--- config.mk ---
export PLATFORM = sky130hd
export DESIGN_NAME = llki_tlul_err_gate
export DESIGN_NICKNAME = d
export VERILOG_FILES = /design/src/rtl/llki_tlul_err_gate.sv
export SDC_FILE = /design/constraint.sdc
export NUM_CORES = 1
export LEC_CHECK = 0
export CORE_AREA = 2 2 186 188
export CTS_CLUSTER_DIAMETER = 80
export DETAILED_ROUTE_END_ITERATION = 10
export DIE_AREA = 0 0 188 190
export HOLD_SLACK_MARGIN = 0.03
export PLACE_DENSITY_LB_ADDON = 0.2
export REMOVE_ABC_BUFFERS = 1
export SKIP_LAST_GASP = 1
export SYNTH_ARGS = -nofsm -noshare
export SYNTH_HDL_FRONTEND = slang
export SYNTH_SLANG_ARGS = --single-unit
--- constraint.sdc ---
create_clock -name clk_i -period 1.6 [get_ports clk_i]
set_input_delay 0.24 -clock clk_i [delete_from_list [all_inputs] [get_ports clk_i]]
set_output_delay 0.24 -clock clk_i [all_outputs]
set_load 0.01 [all_outputs]
--- src/rtl/llki_tlul_err_gate.sv ---
// llki_tlul_err_gate: sits behind the TL-UL error checker. Legal beats go to the
// device port. Illegal beats are absorbed and answered here with d_error set.
// Error responses wait until every device transaction has completed, so the
// host always sees its responses in request order.

// TL-UL channel structures (64-bit data bus) shared by the gate and its users
typedef struct packed {
  logic        a_valid;
  logic [2:0]  a_opcode;
  logic [2:0]  a_param;
  logic [1:0]  a_size;
  logic [7:0]  a_source;
  logic [31:0] a_address;
  logic [7:0]  a_mask;
  logic [63:0] a_data;
  logic [15:0] a_user;
  logic        d_ready;
} tl_h2d_t;

typedef struct packed {
  logic        d_valid;
  logic [2:0]  d_opcode;
  logic [2:0]  d_param;
  logic [1:0]  d_size;
  logic [7:0]  d_source;
  logic        d_sink;
  logic [63:0] d_data;
  logic [15:0] d_user;
  logic        d_error;
  logic        a_ready;
} tl_d2h_t;

localparam logic [2:0] TlGet           = 3'h4;
localparam logic [2:0] TlAccessAck     = 3'h0;
localparam logic [2:0] TlAccessAckData = 3'h1;

module llki_tlul_err_gate #(
  parameter int unsigned MaxOutstanding = 1
) (
  input  logic    clk_i,
  input  logic    rst_ni,
  input  tl_h2d_t tl_h_i,
  output tl_d2h_t tl_h_o,
  input  logic    err_i,
  output tl_h2d_t tl_d_o,
  input  tl_d2h_t tl_d_i
);

  localparam int unsigned CntW = $clog2(MaxOutstanding + 1);
  localparam logic [CntW-1:0] CntMax = CntW'(MaxOutstanding);

  logic [CntW-1:0] cnt;
  logic            err_pending;
  logic [7:0]      err_source;
  logic [1:0]      err_size;
  logic            err_is_get;

  logic cnt_zero;
  logic stall;
  logic good_beat;
  logic bad_beat;
  logic host_a_ready;
  logic dev_a_valid;
  logic dev_d_ready;
  logic host_d_valid;
  logic dev_a_hs;
  logic dev_d_hs;
  logic bad_accept;
  logic host_d_hs;

  assign cnt_zero  = (cnt == '0);
  assign stall     = err_pending | (cnt == CntMax);
  assign good_beat = tl_h_i.a_valid & ~err_i;
  assign bad_beat  = tl_h_i.a_valid & err_i;

  // A bad beat may only be taken once all device traffic has drained
  always_comb begin
    dev_a_valid  = good_beat & ~stall;
    dev_d_ready  = tl_h_i.d_ready & ~err_pending;
    host_d_valid = err_pending | tl_d_i.d_valid;
    if (bad_beat) begin
      host_a_ready = ~err_pending & cnt_zero;
    end else begin
      host_a_ready = tl_d_i.a_ready & ~stall;
    end
  end

  assign dev_a_hs   = dev_a_valid & tl_d_i.a_ready;
  assign dev_d_hs   = tl_d_i.d_valid & dev_d_ready;
  assign bad_accept = bad_beat & host_a_ready;
  assign host_d_hs  = host_d_valid & tl_h_i.d_ready;

  // Port assembly: pass-through by default, local error response while one is pending
  always_comb begin
    tl_d_o         = tl_h_i;
    tl_d_o.a_valid = dev_a_valid;
    tl_d_o.d_ready = dev_d_ready;

    tl_h_o         = tl_d_i;
    tl_h_o.a_ready = host_a_ready;
    if (err_pending) begin
      tl_h_o.d_valid  = 1'b1;
      tl_h_o.d_opcode = err_is_get ? TlAccessAckData : TlAccessAck;
      tl_h_o.d_param  = '0;
      tl_h_o.d_size   = err_size;
      tl_h_o.d_source = err_source;
      tl_h_o.d_sink   = 1'b0;
      tl_h_o.d_data   = '1;
      tl_h_o.d_user   = '0;
      tl_h_o.d_error  = 1'b1;
    end
  end

  // Outstanding device request counter; a stray response at zero leaves it at zero
  always_ff @(posedge clk_i) begin
    if (!rst_ni) begin
      cnt <= '0;
    end else if (dev_a_hs && !dev_d_hs) begin
      cnt <= cnt + 1'b1;
    end else if (dev_d_hs && !dev_a_hs && !cnt_zero) begin
      cnt <= cnt - 1'b1;
    end
  end

  // Error response flag: raised when a bad beat is absorbed, dropped when the host takes the response
  always_ff @(posedge clk_i) begin
    if (!rst_ni) begin
      err_pending <= 1'b0;
    end else if (err_pending && host_d_hs) begin
      err_pending <= 1'b0;
    end else if (bad_accept) begin
      err_pending <= 1'b1;
    end
  end

  // Remember what the error response has to echo back to the host
  always_ff @(posedge clk_i) begin
    if (!rst_ni) begin
      err_source <= '0;
      err_size   <= '0;
      err_is_get <= 1'b0;
    end else if (bad_accept) begin
      err_source <= tl_h_i.a_source;
      err_size   <= tl_h_i.a_size;
      err_is_get <= (tl_h_i.a_opcode == TlGet);
    end
  end

  // Sanity checks on the counter window and on the device protocol
  always_ff @(posedge clk_i) begin
    if (rst_ni) begin
      assert (cnt <= CntMax);
      assert (!(tl_d_i.d_valid && cnt_zero));
    end
  end

endmodule

# ---- After elaboration in Yosys (flattened, before gate mapping)
# Index checks and enable logic that the tools add are counted.
dict set report totals {
  ff_bits 13
  output_inout_bits 238
  wordCells 38
}
dict set report op_classes {
  addsub 2
  eq_ne 1
  n_mux 5
  n_bitwise 17
  n_reduce_logical 8
}
# operator n
set op_table {}
lappend op_table {{99-bit 2-to-1 mux} 1}
lappend op_table {{1-bit AND} 10}
lappend op_table {{1-bit NOT} 5}
lappend op_table {{1-bit logical AND} 4}
lappend op_table {{1-bit 2-to-1 mux} 4}
lappend op_table {{3-bit == test, second input constant} 1}
lappend op_table {{1-bit zero test} 2}
lappend op_table {{1-bit OR} 2}
lappend op_table {{2-bit nonzero test} 1}
lappend op_table {{2-bit OR reduction} 1}
lappend op_table {{1-bit adder, second input constant} 1}
lappend op_table {{1-bit subtractor, second input constant} 1}

# ---- Depth between registers and ports, before layout
dict set report logic_depth {
  ltp_word 9
  depth_mapped 5
  ltp_nobuf 2
}

# ---- Worst setup path after synthesis
# Ideal clock, no wire load.
dict set report synth_timing {
  path_kind {register to output}
  startpoint {register cnt}
  endpoint {output tl_h_o[0] (netlist name)}
  arrival_time_ns 1.102
  required_ns 1.360
  slack_ns 0.258
  stages_incl_launch_ff 6
  path_cell_list {dfxtp_1 -> and4bb_1 -> buf_2 -> buf_6 -> a21o_1 -> buf_4}
}
dict set report synth_between {
  elab_chain_len 4
  elab_cells_between_ends 6
  cone_classes {mux (1); bitwise (5)}
}
# element line_no
set synth_lines {}
lappend synth_lines {{start, declared} 52} ;# logic [CntW-1:0] cnt;
lappend synth_lines {{start signal, assigned} 119} ;# cnt <= cnt + 1'b1;
lappend synth_lines {{start signal, assigned} 121} ;# cnt <= cnt - 1'b1;
lappend synth_lines {{1-bit OR} 72} ;# assign stall = err_pending | (cnt == CntMax);
lappend synth_lines {{1-bit NOT} 84} ;# host_a_ready = tl_d_i.a_ready & ~stall;
lappend synth_lines {{1-bit AND} 84}
lappend synth_lines {{1-bit 2-to-1 mux (*)} 81} ;# if (bad_beat) begin
lappend synth_lines {{end, declared} 43} ;# output tl_d2h_t tl_h_o,
# Mark *: on every way between the ends. The rest lies on a longest branch, timed or not.

==> qor.txt <==
Final Cell Area = 4510 um^2
Leak = 1.83 nW
Worst setup margin = -0.0675 ns
Placed wire-length estimate = 28000 um
Clock Skews = 0.000499 ns
Worst R2R Start = err_pending$_SDFFE_PP0P_
Max Slew Vio Count = 0
Placed cell areas = 4280 um^2
Filler cells = 3865
Slowest CP cell = dfxtp_4
Fin crit share = 1.04
Layout cell share with drive strength beyond 1 = 0.461
Total clock buffers created by CTS = 3
Avg Inst Size Synth = 7.50 um^2
TritonRoute pass-1 iters = 4
Die width = 188 um
Run status = complete, but fails checks
VDD IR-drop max = 0.000233 V
Clock-pin slew on the worst setup and hold paths = 0.05 ns
Worst-Skew Late Latency = 0.25 ns
Per-cell routed wire length = 36.8 um
Least-Margin Pin Slew = 0.257 ns
Worst R2R End = err_size[0]$_SDFFE_PN0P_
TritonCTS clock tree = built
Drt drc = 0
Most common cell after layout, fill and taps aside = clkdlybuf4s50_1
FP Rows = 68
All-Layer GR Usage = 0.172
Layout Utilization = 0.133
Routed vias = 2600
First-pass GRT wire length = 37900 um
Unrepaired setup endpoints after global routing = yes
Largest net degree at the start of global routing = 22
Longest Clk Path Bufs = 2
Via density = 2.97
Crit start category = flop
Post-synthesis cell count = 310
Final setup fails = 33
CP Class = flop to primary output
Max Freq = 600 MHz
Hold_sp = err_is_get$_SDFFE_PN0P_
Setup crit end kind = primary output
Critical Path Max Stage Delay = 0.41 ns
Leading cell types in the layout, fill and taps excluded = clkdlybuf4s50_1 (129), buf_6 (48), or2_2 (37)
Mapped Area = 2330 um^2
YS warnings = 0
Violations in the final reports = negative setup slack
#FFs+latches synth = 13
CP Max Fanout = 21
Reg2Reg Depth = 4
Area Overhead vs Synth = 94.0%
Hold_ws = 0.455 ns
Routed Antenna Nets = 0
Slew HR = 0.829
Pwr dens = 461 nW/um^2
Core Region = 33900 um^2
Worst path buffer plus inverter count = 2
PortBufs = 232
Crit-path leading delay family = buffers and inverters
Register area share after synthesis = 0.112
Post-Route WL = 32200 um
GR Overflow Total = 0
Fin crit period = 1.67 ns
Number of global-route vias before repair = 2469
Initial Utilization = 0.0685
Hold Vio Cnt, Final = 0
Max_cap viols = 0
CTS Root Cell = clkbuf_16
Synth cell types = 19
I/O pins = 479
Die area = 35700 um^2
Die Span Y = 190 um
Gp weighted congestion = 0.745
Worst R2R Setup Slack = 0.19 ns
Initial antenna violation count = 1
Worst path cell trace = buf_12 -> or2_2 -> dlygate4sd2_1
H-tree depth = 1
Clk sinks = 13
Arr. time, crit path = 1.43 ns
Post-CTS Hold Buffers = 0
Type of the tightest min-delay check = flop to flop
Data required time of the worst path = 1.36 ns
DR iter-0 viols = 118
Hold Path Depth = 2
Layout Nets = 661
Hold endpoint = err_is_get$_SDFFE_PN0P_
## cell type report
cell class	count	area, um^2	share of cell area
diodes	1	2.50	0.000554
clock buffers	4	78.8	0.0175
multi-input cells	141	1060	0.234
repair buffers	259	2530	0.561
inverters	2	7.51	0.00166
well taps	455	569	0.126
flip-flops and latches	13	264	0.0585
## flip-flops by register name, indices dropped and copies added (netlist names)
signal,cells
err_is_get,1
err_size,2
err_pending,1
err_source,8
cnt,1
## logic make-up (layout without fill, tap and decap cells)
family                 count (synthesis)  after routing  synth area share
AOI/OAI and AO/OA                      3              3            0.0102
buffers and inverters                156            265             0.481
DFF                                   13             13             0.112
muxes                                 22             22             0.101
other                                  0              1                 0
and+or+nand+nor                      116            116             0.296
## worst max-delay path by stage
| stage | start | end | slack (ns) | cells past startpoint |
|---|---|---|---|---|
| 3_3_place_gp | tl_h_i[137] | tl_h_o[0] | -0.38 | 4 |
| 4_1_cts | err_pending$_SDFFE_PP0P_ | tl_h_o[51] | -0.17 | 4 |
| 3_5_place_dp | tl_h_i[137] | tl_h_o[0] | -0.36 | 4 |
| 6_report | err_pending$_SDFFE_PP0P_ | tl_h_o[69] | -0.07 | 3 |
| 2_1_floorplan | err_pending$_SDFFE_PP0P_ | tl_h_o[0] | -0.98 | 2 |
| 5_1_grt | err_pending$_SDFFE_PP0P_ | tl_h_o[24] | -0.11 | 3 |
## through the flow
step / total power [mW] / setup WS (ns) / instances / setup TNS [ns]
4_1_cts: 2.09 / -0.167 / 873 / -4.58
6_report: 2.08 / -0.0675 / 875 / -1.41
3_3_place_gp: 1.57 / -0.381 / 862 / -11.38
2_1_floorplan: 0.689 / -0.978 / 156 / -67.89
3_5_place_dp: 1.56 / -0.364 / 862 / -10.43
5_1_grt: 2.20 / -0.113 / 874 / -3.51
## where the power goes
part           switching [mW]  internal, mW  total, mW
sequential             0.0165         0.340      0.357
combinational           0.443         0.772       1.21
clock                   0.170         0.339      0.509
## what timing repair did
| item | in CTS | in global routing |
|---|---|---|
| pin swaps | 1 | 23 |
| gates resized for setup | 374 | 83 |
| endpoints found under the setup margin | 102 | 69 |
| cloned | 1 | 2 |
| setup buffers | 8 | 1 |
## Yosys cell counts
cell type    n  area (um^2)
buf_2        3         15.0
mux2i_1     11          110
nor4b_1      1         8.76
or4bb_1      1         11.3
nand2_1     21         78.8
nand4bb_1    1         11.3
nor2b_1     24          150
and4bb_1     1         12.5
mux2_2      11          124
buf_6        1         11.3
a221oi_1     1         8.76
inv_1        2         7.51
clkbuf_1    11         41.3
nor2_1       1         3.75
o21a_1       1         7.51
dfxtp_1     13          260
a21o_1       1         7.51
or2_2       66          413
buf_4      139         1040
## worst reg2reg max path: stages, from the launching register on
cell and delay (ns):
dfxtp_4 0.41, buf_6 0.14, and4bb_1 0.27, buf_4 0.27, mux2i_1 0.24
## routing by layer
metal / global-route usage / up-vias / part of all wire
met5: 0.0728 / - / 0.011
met4: 0.0130 / 8 / 0.0048
met1: 0.145 / 1157 / 0.30
li1: - / 1036 / -
met3: 0.215 / 21 / 0.26
met2: 0.258 / 378 / 0.43
No activity file was read; power rests on OpenSTA's default activity.
